**config.mk**
```make
export PLATFORM = sky130hd
export DESIGN_NAME = axis_mem_reader
export DESIGN_NICKNAME = d
export VERILOG_FILES = /design/src/rtl/axis_pkg.sv /design/src/rtl/axis_skid_fifo.sv /design/src/rtl/axis_mem_reader.sv
export SDC_FILE = /design/constraint.sdc
export NUM_CORES = 1
export LEC_CHECK = 0
export ABC_AREA = 1
export CAP_MARGIN = 0
export CORE_ASPECT_RATIO = 0.6
export CORE_UTILIZATION = 53
export DETAILED_ROUTE_END_ITERATION = 12
export HOLD_SLACK_MARGIN = 0.03
export PLACE_DENSITY_LB_ADDON = 0.2
export SLEW_MARGIN = 20
export SYNTH_ARGS = -nofsm -noshare
export SYNTH_HDL_FRONTEND = slang
export SYNTH_SLANG_ARGS = --single-unit
```
**constraint.sdc**
```tcl
create_clock -name m01_axis_aclk -period 3.4 [get_ports m01_axis_aclk]
set_input_delay 0.34 -clock m01_axis_aclk [delete_from_list [all_inputs] [get_ports m01_axis_aclk]]
set_output_delay 0.34 -clock m01_axis_aclk [all_outputs]
set_load 0.03 [all_outputs]
```
**src/rtl/axis_pkg.sv**
```systemverilog
// Shared types for the stream/memory bridge blocks: reader state encoding
// and the bit offsets of the fields inside a read command word.
package axis_pkg;

    typedef enum logic [1:0] {
        IDLE  = 2'd0,
        READ  = 2'd1,
        DRAIN = 2'd2
    } reader_state_e;

    localparam int CMD_ADDR_LSB = 0;
    localparam int CMD_LEN_LSB  = 16;

endpackage

```
**src/rtl/axis_skid_fifo.sv**
```systemverilog
// Two-entry FIFO with fall-through: a push into an empty FIFO is visible at
// the head in the same cycle, so a simultaneous push/pop on empty stores nothing.
module axis_skid_fifo #(
    parameter int WIDTH = 33
) (
    input  logic             clk,
    input  logic             rst_n,
    input  logic             push,
    input  logic [WIDTH-1:0] push_data,
    input  logic             pop,
    output logic [WIDTH-1:0] head_data,
    output logic             head_valid,
    output logic             full,
    output logic             empty,
    output logic [1:0]       count
);

    logic [WIDTH-1:0] slots [2];
    logic             wr_ptr;
    logic             rd_ptr;
    logic             do_write;
    logic             do_read;

    assign empty      = (count == 2'd0);
    assign full       = (count == 2'd2);
    assign head_valid = !empty || push;
    assign head_data  = empty ? push_data : slots[rd_ptr];
    assign do_read    = pop && !empty;
    assign do_write   = push && !(pop && empty);

    always_ff @(posedge clk or negedge rst_n) begin
        if (!rst_n) begin
            wr_ptr <= 1'b0;
            rd_ptr <= 1'b0;
            count  <= 2'd0;
        end else begin
            if (do_write) wr_ptr <= ~wr_ptr;
            if (do_read)  rd_ptr <= ~rd_ptr;
            count <= count + {1'b0, do_write} - {1'b0, do_read};
        end
    end

    // Storage carries no reset; occupancy is tracked solely by count.
    always_ff @(posedge clk) begin
        if (do_write) slots[wr_ptr] <= push_data;
    end

endmodule

```
**src/rtl/axis_mem_reader.sv**
```systemverilog
// Turns a {length, address} command into a memory read burst and streams the
// returned words out as one packet, holding at most two words in flight or buffered.
module axis_mem_reader
    import axis_pkg::*;
#(
    parameter int DATA_WIDTH = 32,
    parameter int ADDR_WIDTH = 10,
    parameter int LEN_WIDTH  = 16
) (
    input  logic                              m01_axis_aclk,
    input  logic                              m01_axis_aresetn,
    input  logic [CMD_LEN_LSB+LEN_WIDTH-1:0]  s01_axis_tdata,
    input  logic                              s01_axis_tvalid,
    output logic                              s01_axis_tready,
    output logic                              mem_rd_en,
    output logic [ADDR_WIDTH-1:0]             mem_addr,
    input  logic [DATA_WIDTH-1:0]             mem_rdata,
    output logic [DATA_WIDTH-1:0]             m01_axis_tdata,
    output logic [DATA_WIDTH/8-1:0]           m01_axis_tstrb,
    output logic                              m01_axis_tvalid,
    output logic                              m01_axis_tlast,
    input  logic                              m01_axis_tready,
    output logic                              busy,
    output reader_state_e                     dbg_state
);

    // Stream handshake: a beat transfers on the rising edge where tvalid and
    // tready are both high; tvalid never depends on tready, and payload holds
    // steady while tvalid is high and tready is low.

    reader_state_e            state;
    reader_state_e            state_next;
    logic [ADDR_WIDTH-1:0]    cur_addr;
    logic [LEN_WIDTH:0]       total;
    logic [LEN_WIDTH:0]       issued;
    logic                     inflight;
    logic                     inflight_last;
    logic                     cmd_fire;
    logic                     issue;
    logic                     issue_last;
    logic                     beat_fire;
    logic [DATA_WIDTH:0]      fifo_head;
    logic                     fifo_head_valid;
    logic [1:0]               fifo_count;
    logic                     unused_fifo_full;
    logic                     unused_fifo_empty;
    logic                     unused_cmd_bits;

    assign unused_cmd_bits = ^s01_axis_tdata;

    assign s01_axis_tready = m01_axis_aresetn && (state == IDLE);
    assign cmd_fire        = s01_axis_tvalid && s01_axis_tready;
    // Credit: words buffered plus the one read in flight never exceed two.
    assign issue           = (state == READ) && (issued < total)
                             && ((fifo_count + {1'b0, inflight}) < 2'd2);
    assign issue_last      = (issued == total - (LEN_WIDTH+1)'(1));
    assign beat_fire       = fifo_head_valid && m01_axis_tready;

    always_comb begin
        state_next = state;
        case (state)
            IDLE:    if (cmd_fire) state_next = READ;
            READ:    if (issue && issue_last) state_next = DRAIN;
            DRAIN:   if (beat_fire && fifo_head[DATA_WIDTH]) state_next = IDLE;
            default: state_next = IDLE;
        endcase
    end

    always_ff @(posedge m01_axis_aclk or negedge m01_axis_aresetn) begin
        if (!m01_axis_aresetn) begin
            state         <= IDLE;
            cur_addr      <= '0;
            total         <= '0;
            issued        <= '0;
            inflight      <= 1'b0;
            inflight_last <= 1'b0;
        end else begin
            state         <= state_next;
            inflight      <= issue;
            inflight_last <= issue && issue_last;
            if (cmd_fire) begin
                cur_addr <= s01_axis_tdata[CMD_ADDR_LSB +: ADDR_WIDTH];
                total    <= {1'b0, s01_axis_tdata[CMD_LEN_LSB +: LEN_WIDTH]} + (LEN_WIDTH+1)'(1);
                issued   <= '0;
            end else if (issue) begin
                cur_addr <= cur_addr + ADDR_WIDTH'(1);
                issued   <= issued + (LEN_WIDTH+1)'(1);
            end
        end
    end

    axis_skid_fifo #(
        .WIDTH (DATA_WIDTH + 1)
    ) u_fifo (
        .clk        (m01_axis_aclk),
        .rst_n      (m01_axis_aresetn),
        .push       (inflight),
        .push_data  ({inflight_last, mem_rdata}),
        .pop        (beat_fire),
        .head_data  (fifo_head),
        .head_valid (fifo_head_valid),
        .full       (unused_fifo_full),
        .empty      (unused_fifo_empty),
        .count      (fifo_count)
    );

    assign mem_rd_en       = issue;
    assign mem_addr        = issue ? cur_addr : '0;
    assign m01_axis_tvalid = fifo_head_valid;
    assign m01_axis_tdata  = fifo_head_valid ? fifo_head[DATA_WIDTH-1:0] : '0;
    assign m01_axis_tlast  = fifo_head_valid && fifo_head[DATA_WIDTH];
    assign m01_axis_tstrb  = {(DATA_WIDTH/8){fifo_head_valid}};
    assign busy            = (state != IDLE);
    assign dbg_state       = state;

endmodule
```
==> run metrics <==
outcome finished, final reports clean; RR Startpoint total[11]; Initial DRT Pass Iterations 5; gr usage total 0.259; leakage 0.00418 uW; Gate Count Post-Synth 840; Req. time, crit path between 3000 and 4000 ps; # clock sinks 118; final setup margin 224 ps; CTS root buf clkbuf_16; final period utilization 0.934; antenna cell count 0; largest net degree at the start of global routing 65; IO Pins 121; worst slew pin tran 1060 ps; synth unique cells 37; Residual DRC 0; critical path capture point type primary output; R2R depth 12; R2R setup slack around 760 ps; Clock transition at path regs around 60 ps; post-synth top area share 0.284; Yosys warnings 0; post-place setup slack approximately 480 ps; Remaining Overflow, GRT 0; Placer Congestion ~0.85; non-filler cells, final 1131; DRT Wirelength ~16000 um; Power Density approximately 1000 nW/um^2; Die Height 90.8 um; Synth Net Count slightly above 900; maximum root-to-sink buffer count 2; Placeable Area 12800 um^2; r2r endpoint cur_addr[5]; Max-slew headroom 0.294; top cells by area, synth edfxtp_1 28%, dfrtp_1 19%, nand2_1 13%, inv_1 5.5%, nand3_1 5.5%; # setup viols final 0; Async SR Flop Fraction 0.441; largest area contributor in the netlist edfxtp_1; peak supply drop 0.619 mV; row cnt 32; first-pass GRT wire length about 27000 um; WP data arrival 2840 ps; Slew Limit Fails 0; max_cap viols 0; hold buffers post-CTS 0; DP HPWL between 10000 and 15000 um; Fin Setup TNS 0 ps; register area share after synthesis 0.471; Die ar. 13600 um^2; maximum fanout along the worst path 9; initial antenna violation count 0; H-tree depth 4; Final Power 8850 uW; most used flip-flop cell after synthesis edfxtp_1; CTS tree done; RSZ-0062 raised after global routing no; Initial Util 0.544; Via Count 5846; Layout Nets 1039; Inserted Clock Buffers 17; clock skew slightly above 10 ps; Final ANT Viol Nets 0; Starting DRT DRC Count 421; Post-CTS Setup Inserts 0; Post-Syn Area roughly 7000 um^2; die width 150 um; Syn Area/Cell 8.30 um^2; Fmax achieved 315 MHz; fin crit period about 3200 ps; dpl cells 1099; clk_lat worst skew 410 ps; Post-synth EDFFs 66; Startpoint Class flop; crit path kind reg -> out; Avg WL per Cell ~15 um; number of global-route vias before repair 5488; Final Hold Fails 0; Hold Crit Class in -> async; Area Overhead vs Synth 26.8%; layout cell share with drive strength beyond 1 0.0728; flops & latches, synth 118; DR vias/cell 5.17; Buffers on Ports ~110
area by class of cell:
class	count	area, um^2
multi-input combinational	578	3100
clock inverter	15	154
tap	170	213
fill	1005	3980
sequential	118	3280
clock buffer	17	425
timing repair buffer	122	1250
inverter	111	417
how the worst max path moves through the flow:
| stage | end | from | slack [ps] | cells past startpoint |
|---|---|---|---|---|
| 2_1_floorplan | u_fifo.slots[1][0] | u_fifo.count[1] | 780 | 4 |
| 3_3_place_gp | mem_addr[0] | issued[14] | 530 | 11 |
| 3_5_place_dp | mem_addr[3] | total[11] | 480 | 12 |
| 4_1_cts | mem_addr[3] | total[11] | 20 | 12 |
| 5_1_grt | m01_axis_tdata[7] | u_fifo.count[1] | 40 | 6 |
| 6_report | mem_rd_en | total[11] | 220 | 10 |
sequential cells by signal, summed over array words and instances (netlist names):
register,cells
u_fifo.count,2
u_fifo.rd_ptr,1
inflight,1
total,17
issued,17
u_fifo.wr_ptr,1
inflight_last,1
cur_addr,10
dbg_state,2
u_fifo.slots,66
per-layer routing:
| layer | GRT usage | part of all wire |
|---|---|---|
| met1 | 0.393 | 0.52 |
| met2 | 0.369 | 0.42 |
| met3 | 0.0687 | 0.063 |
| met4 | 0.0556 | 0.0057 |
| met5 | 0 | 0 |
cells in the mapped netlist, drive strengths merged, types with 5 or more instances:
cell	instances
nand3	76
o211ai	33
ha	23
xor2	32
xnor2	9
nand4	9
dfrtp	52
buf	15
a21oi	14
clkbuf	18
nand3b	9
nor3	12
inv	110
mux2i	5
edfxtp	66
o21ai	27
nand2	238
nor2	81
cell usage in the layout (no fill, tap or decap), types with 6 or more instances in the layout:
cell	count
nor2_2	9
o211ai_1	33
clkbuf_16	17
nand3_1	76
ha_1	23
nor2_1	70
o21ai_0	11
edfxtp_1	66
inv_2	8
nand4_1	8
dfrtp_1	52
o21ai_1	16
nand2_1	236
a21oi_1	10
nor3_1	8
dlymetal6s2s_1	10
xnor2_1	9
nand3b_1	9
inv_1	102
xor2_1	32
buf_4	6
clkdlybuf4s50_1	103
worst max-delay path, cell delays in order, from the launching register on:
cell and delay, ps:
dfrtp_1 410, inv_1 130, ha_1 310, nand2_1 80, inv_2 40, nand2_1 50
nand2_1 60, a21oi_2 260, nand4_4 180, nor2_8 210, clkdlybuf4s50_1 700
power by group:
group | switching [uW] | internal, uW | total, uW
clock network | 671 | 1080 | 1750
logic | 3070 | 1740 | 4800
registers | 295 | 2000 | 2290
total | 4030 | 4810 | 8850
cell families after synthesis:
group | count (synthesis) | synth area share
simple gates | 426 | 0.268
compound gates | 83 | 0.0761
buf+inv | 144 | 0.0851
xor+xnor | 41 | 0.0515
fa+ha+maj | 23 | 0.0413
mux | 5 | 0.00718
flops | 118 | 0.471
stage by stage:
stage | area (um^2) | util | hold slack, ps
floorplan | 6970 | - | 44.4
global placement | 8230 | 0.642 | 474
detailed placement | 8230 | 0.642 | 484
CTS | 8810 | 0.688 | 92.2
global route | 8830 | 0.690 | 136
finish | 8830 | 0.690 | 76.6
timing repair:
item	CTS	global route
gates resized for setup	0	10
endpoints found under the hold margin	0	0
setup endpoints to repair	0	10
Power figures use the tool's default switching activity.
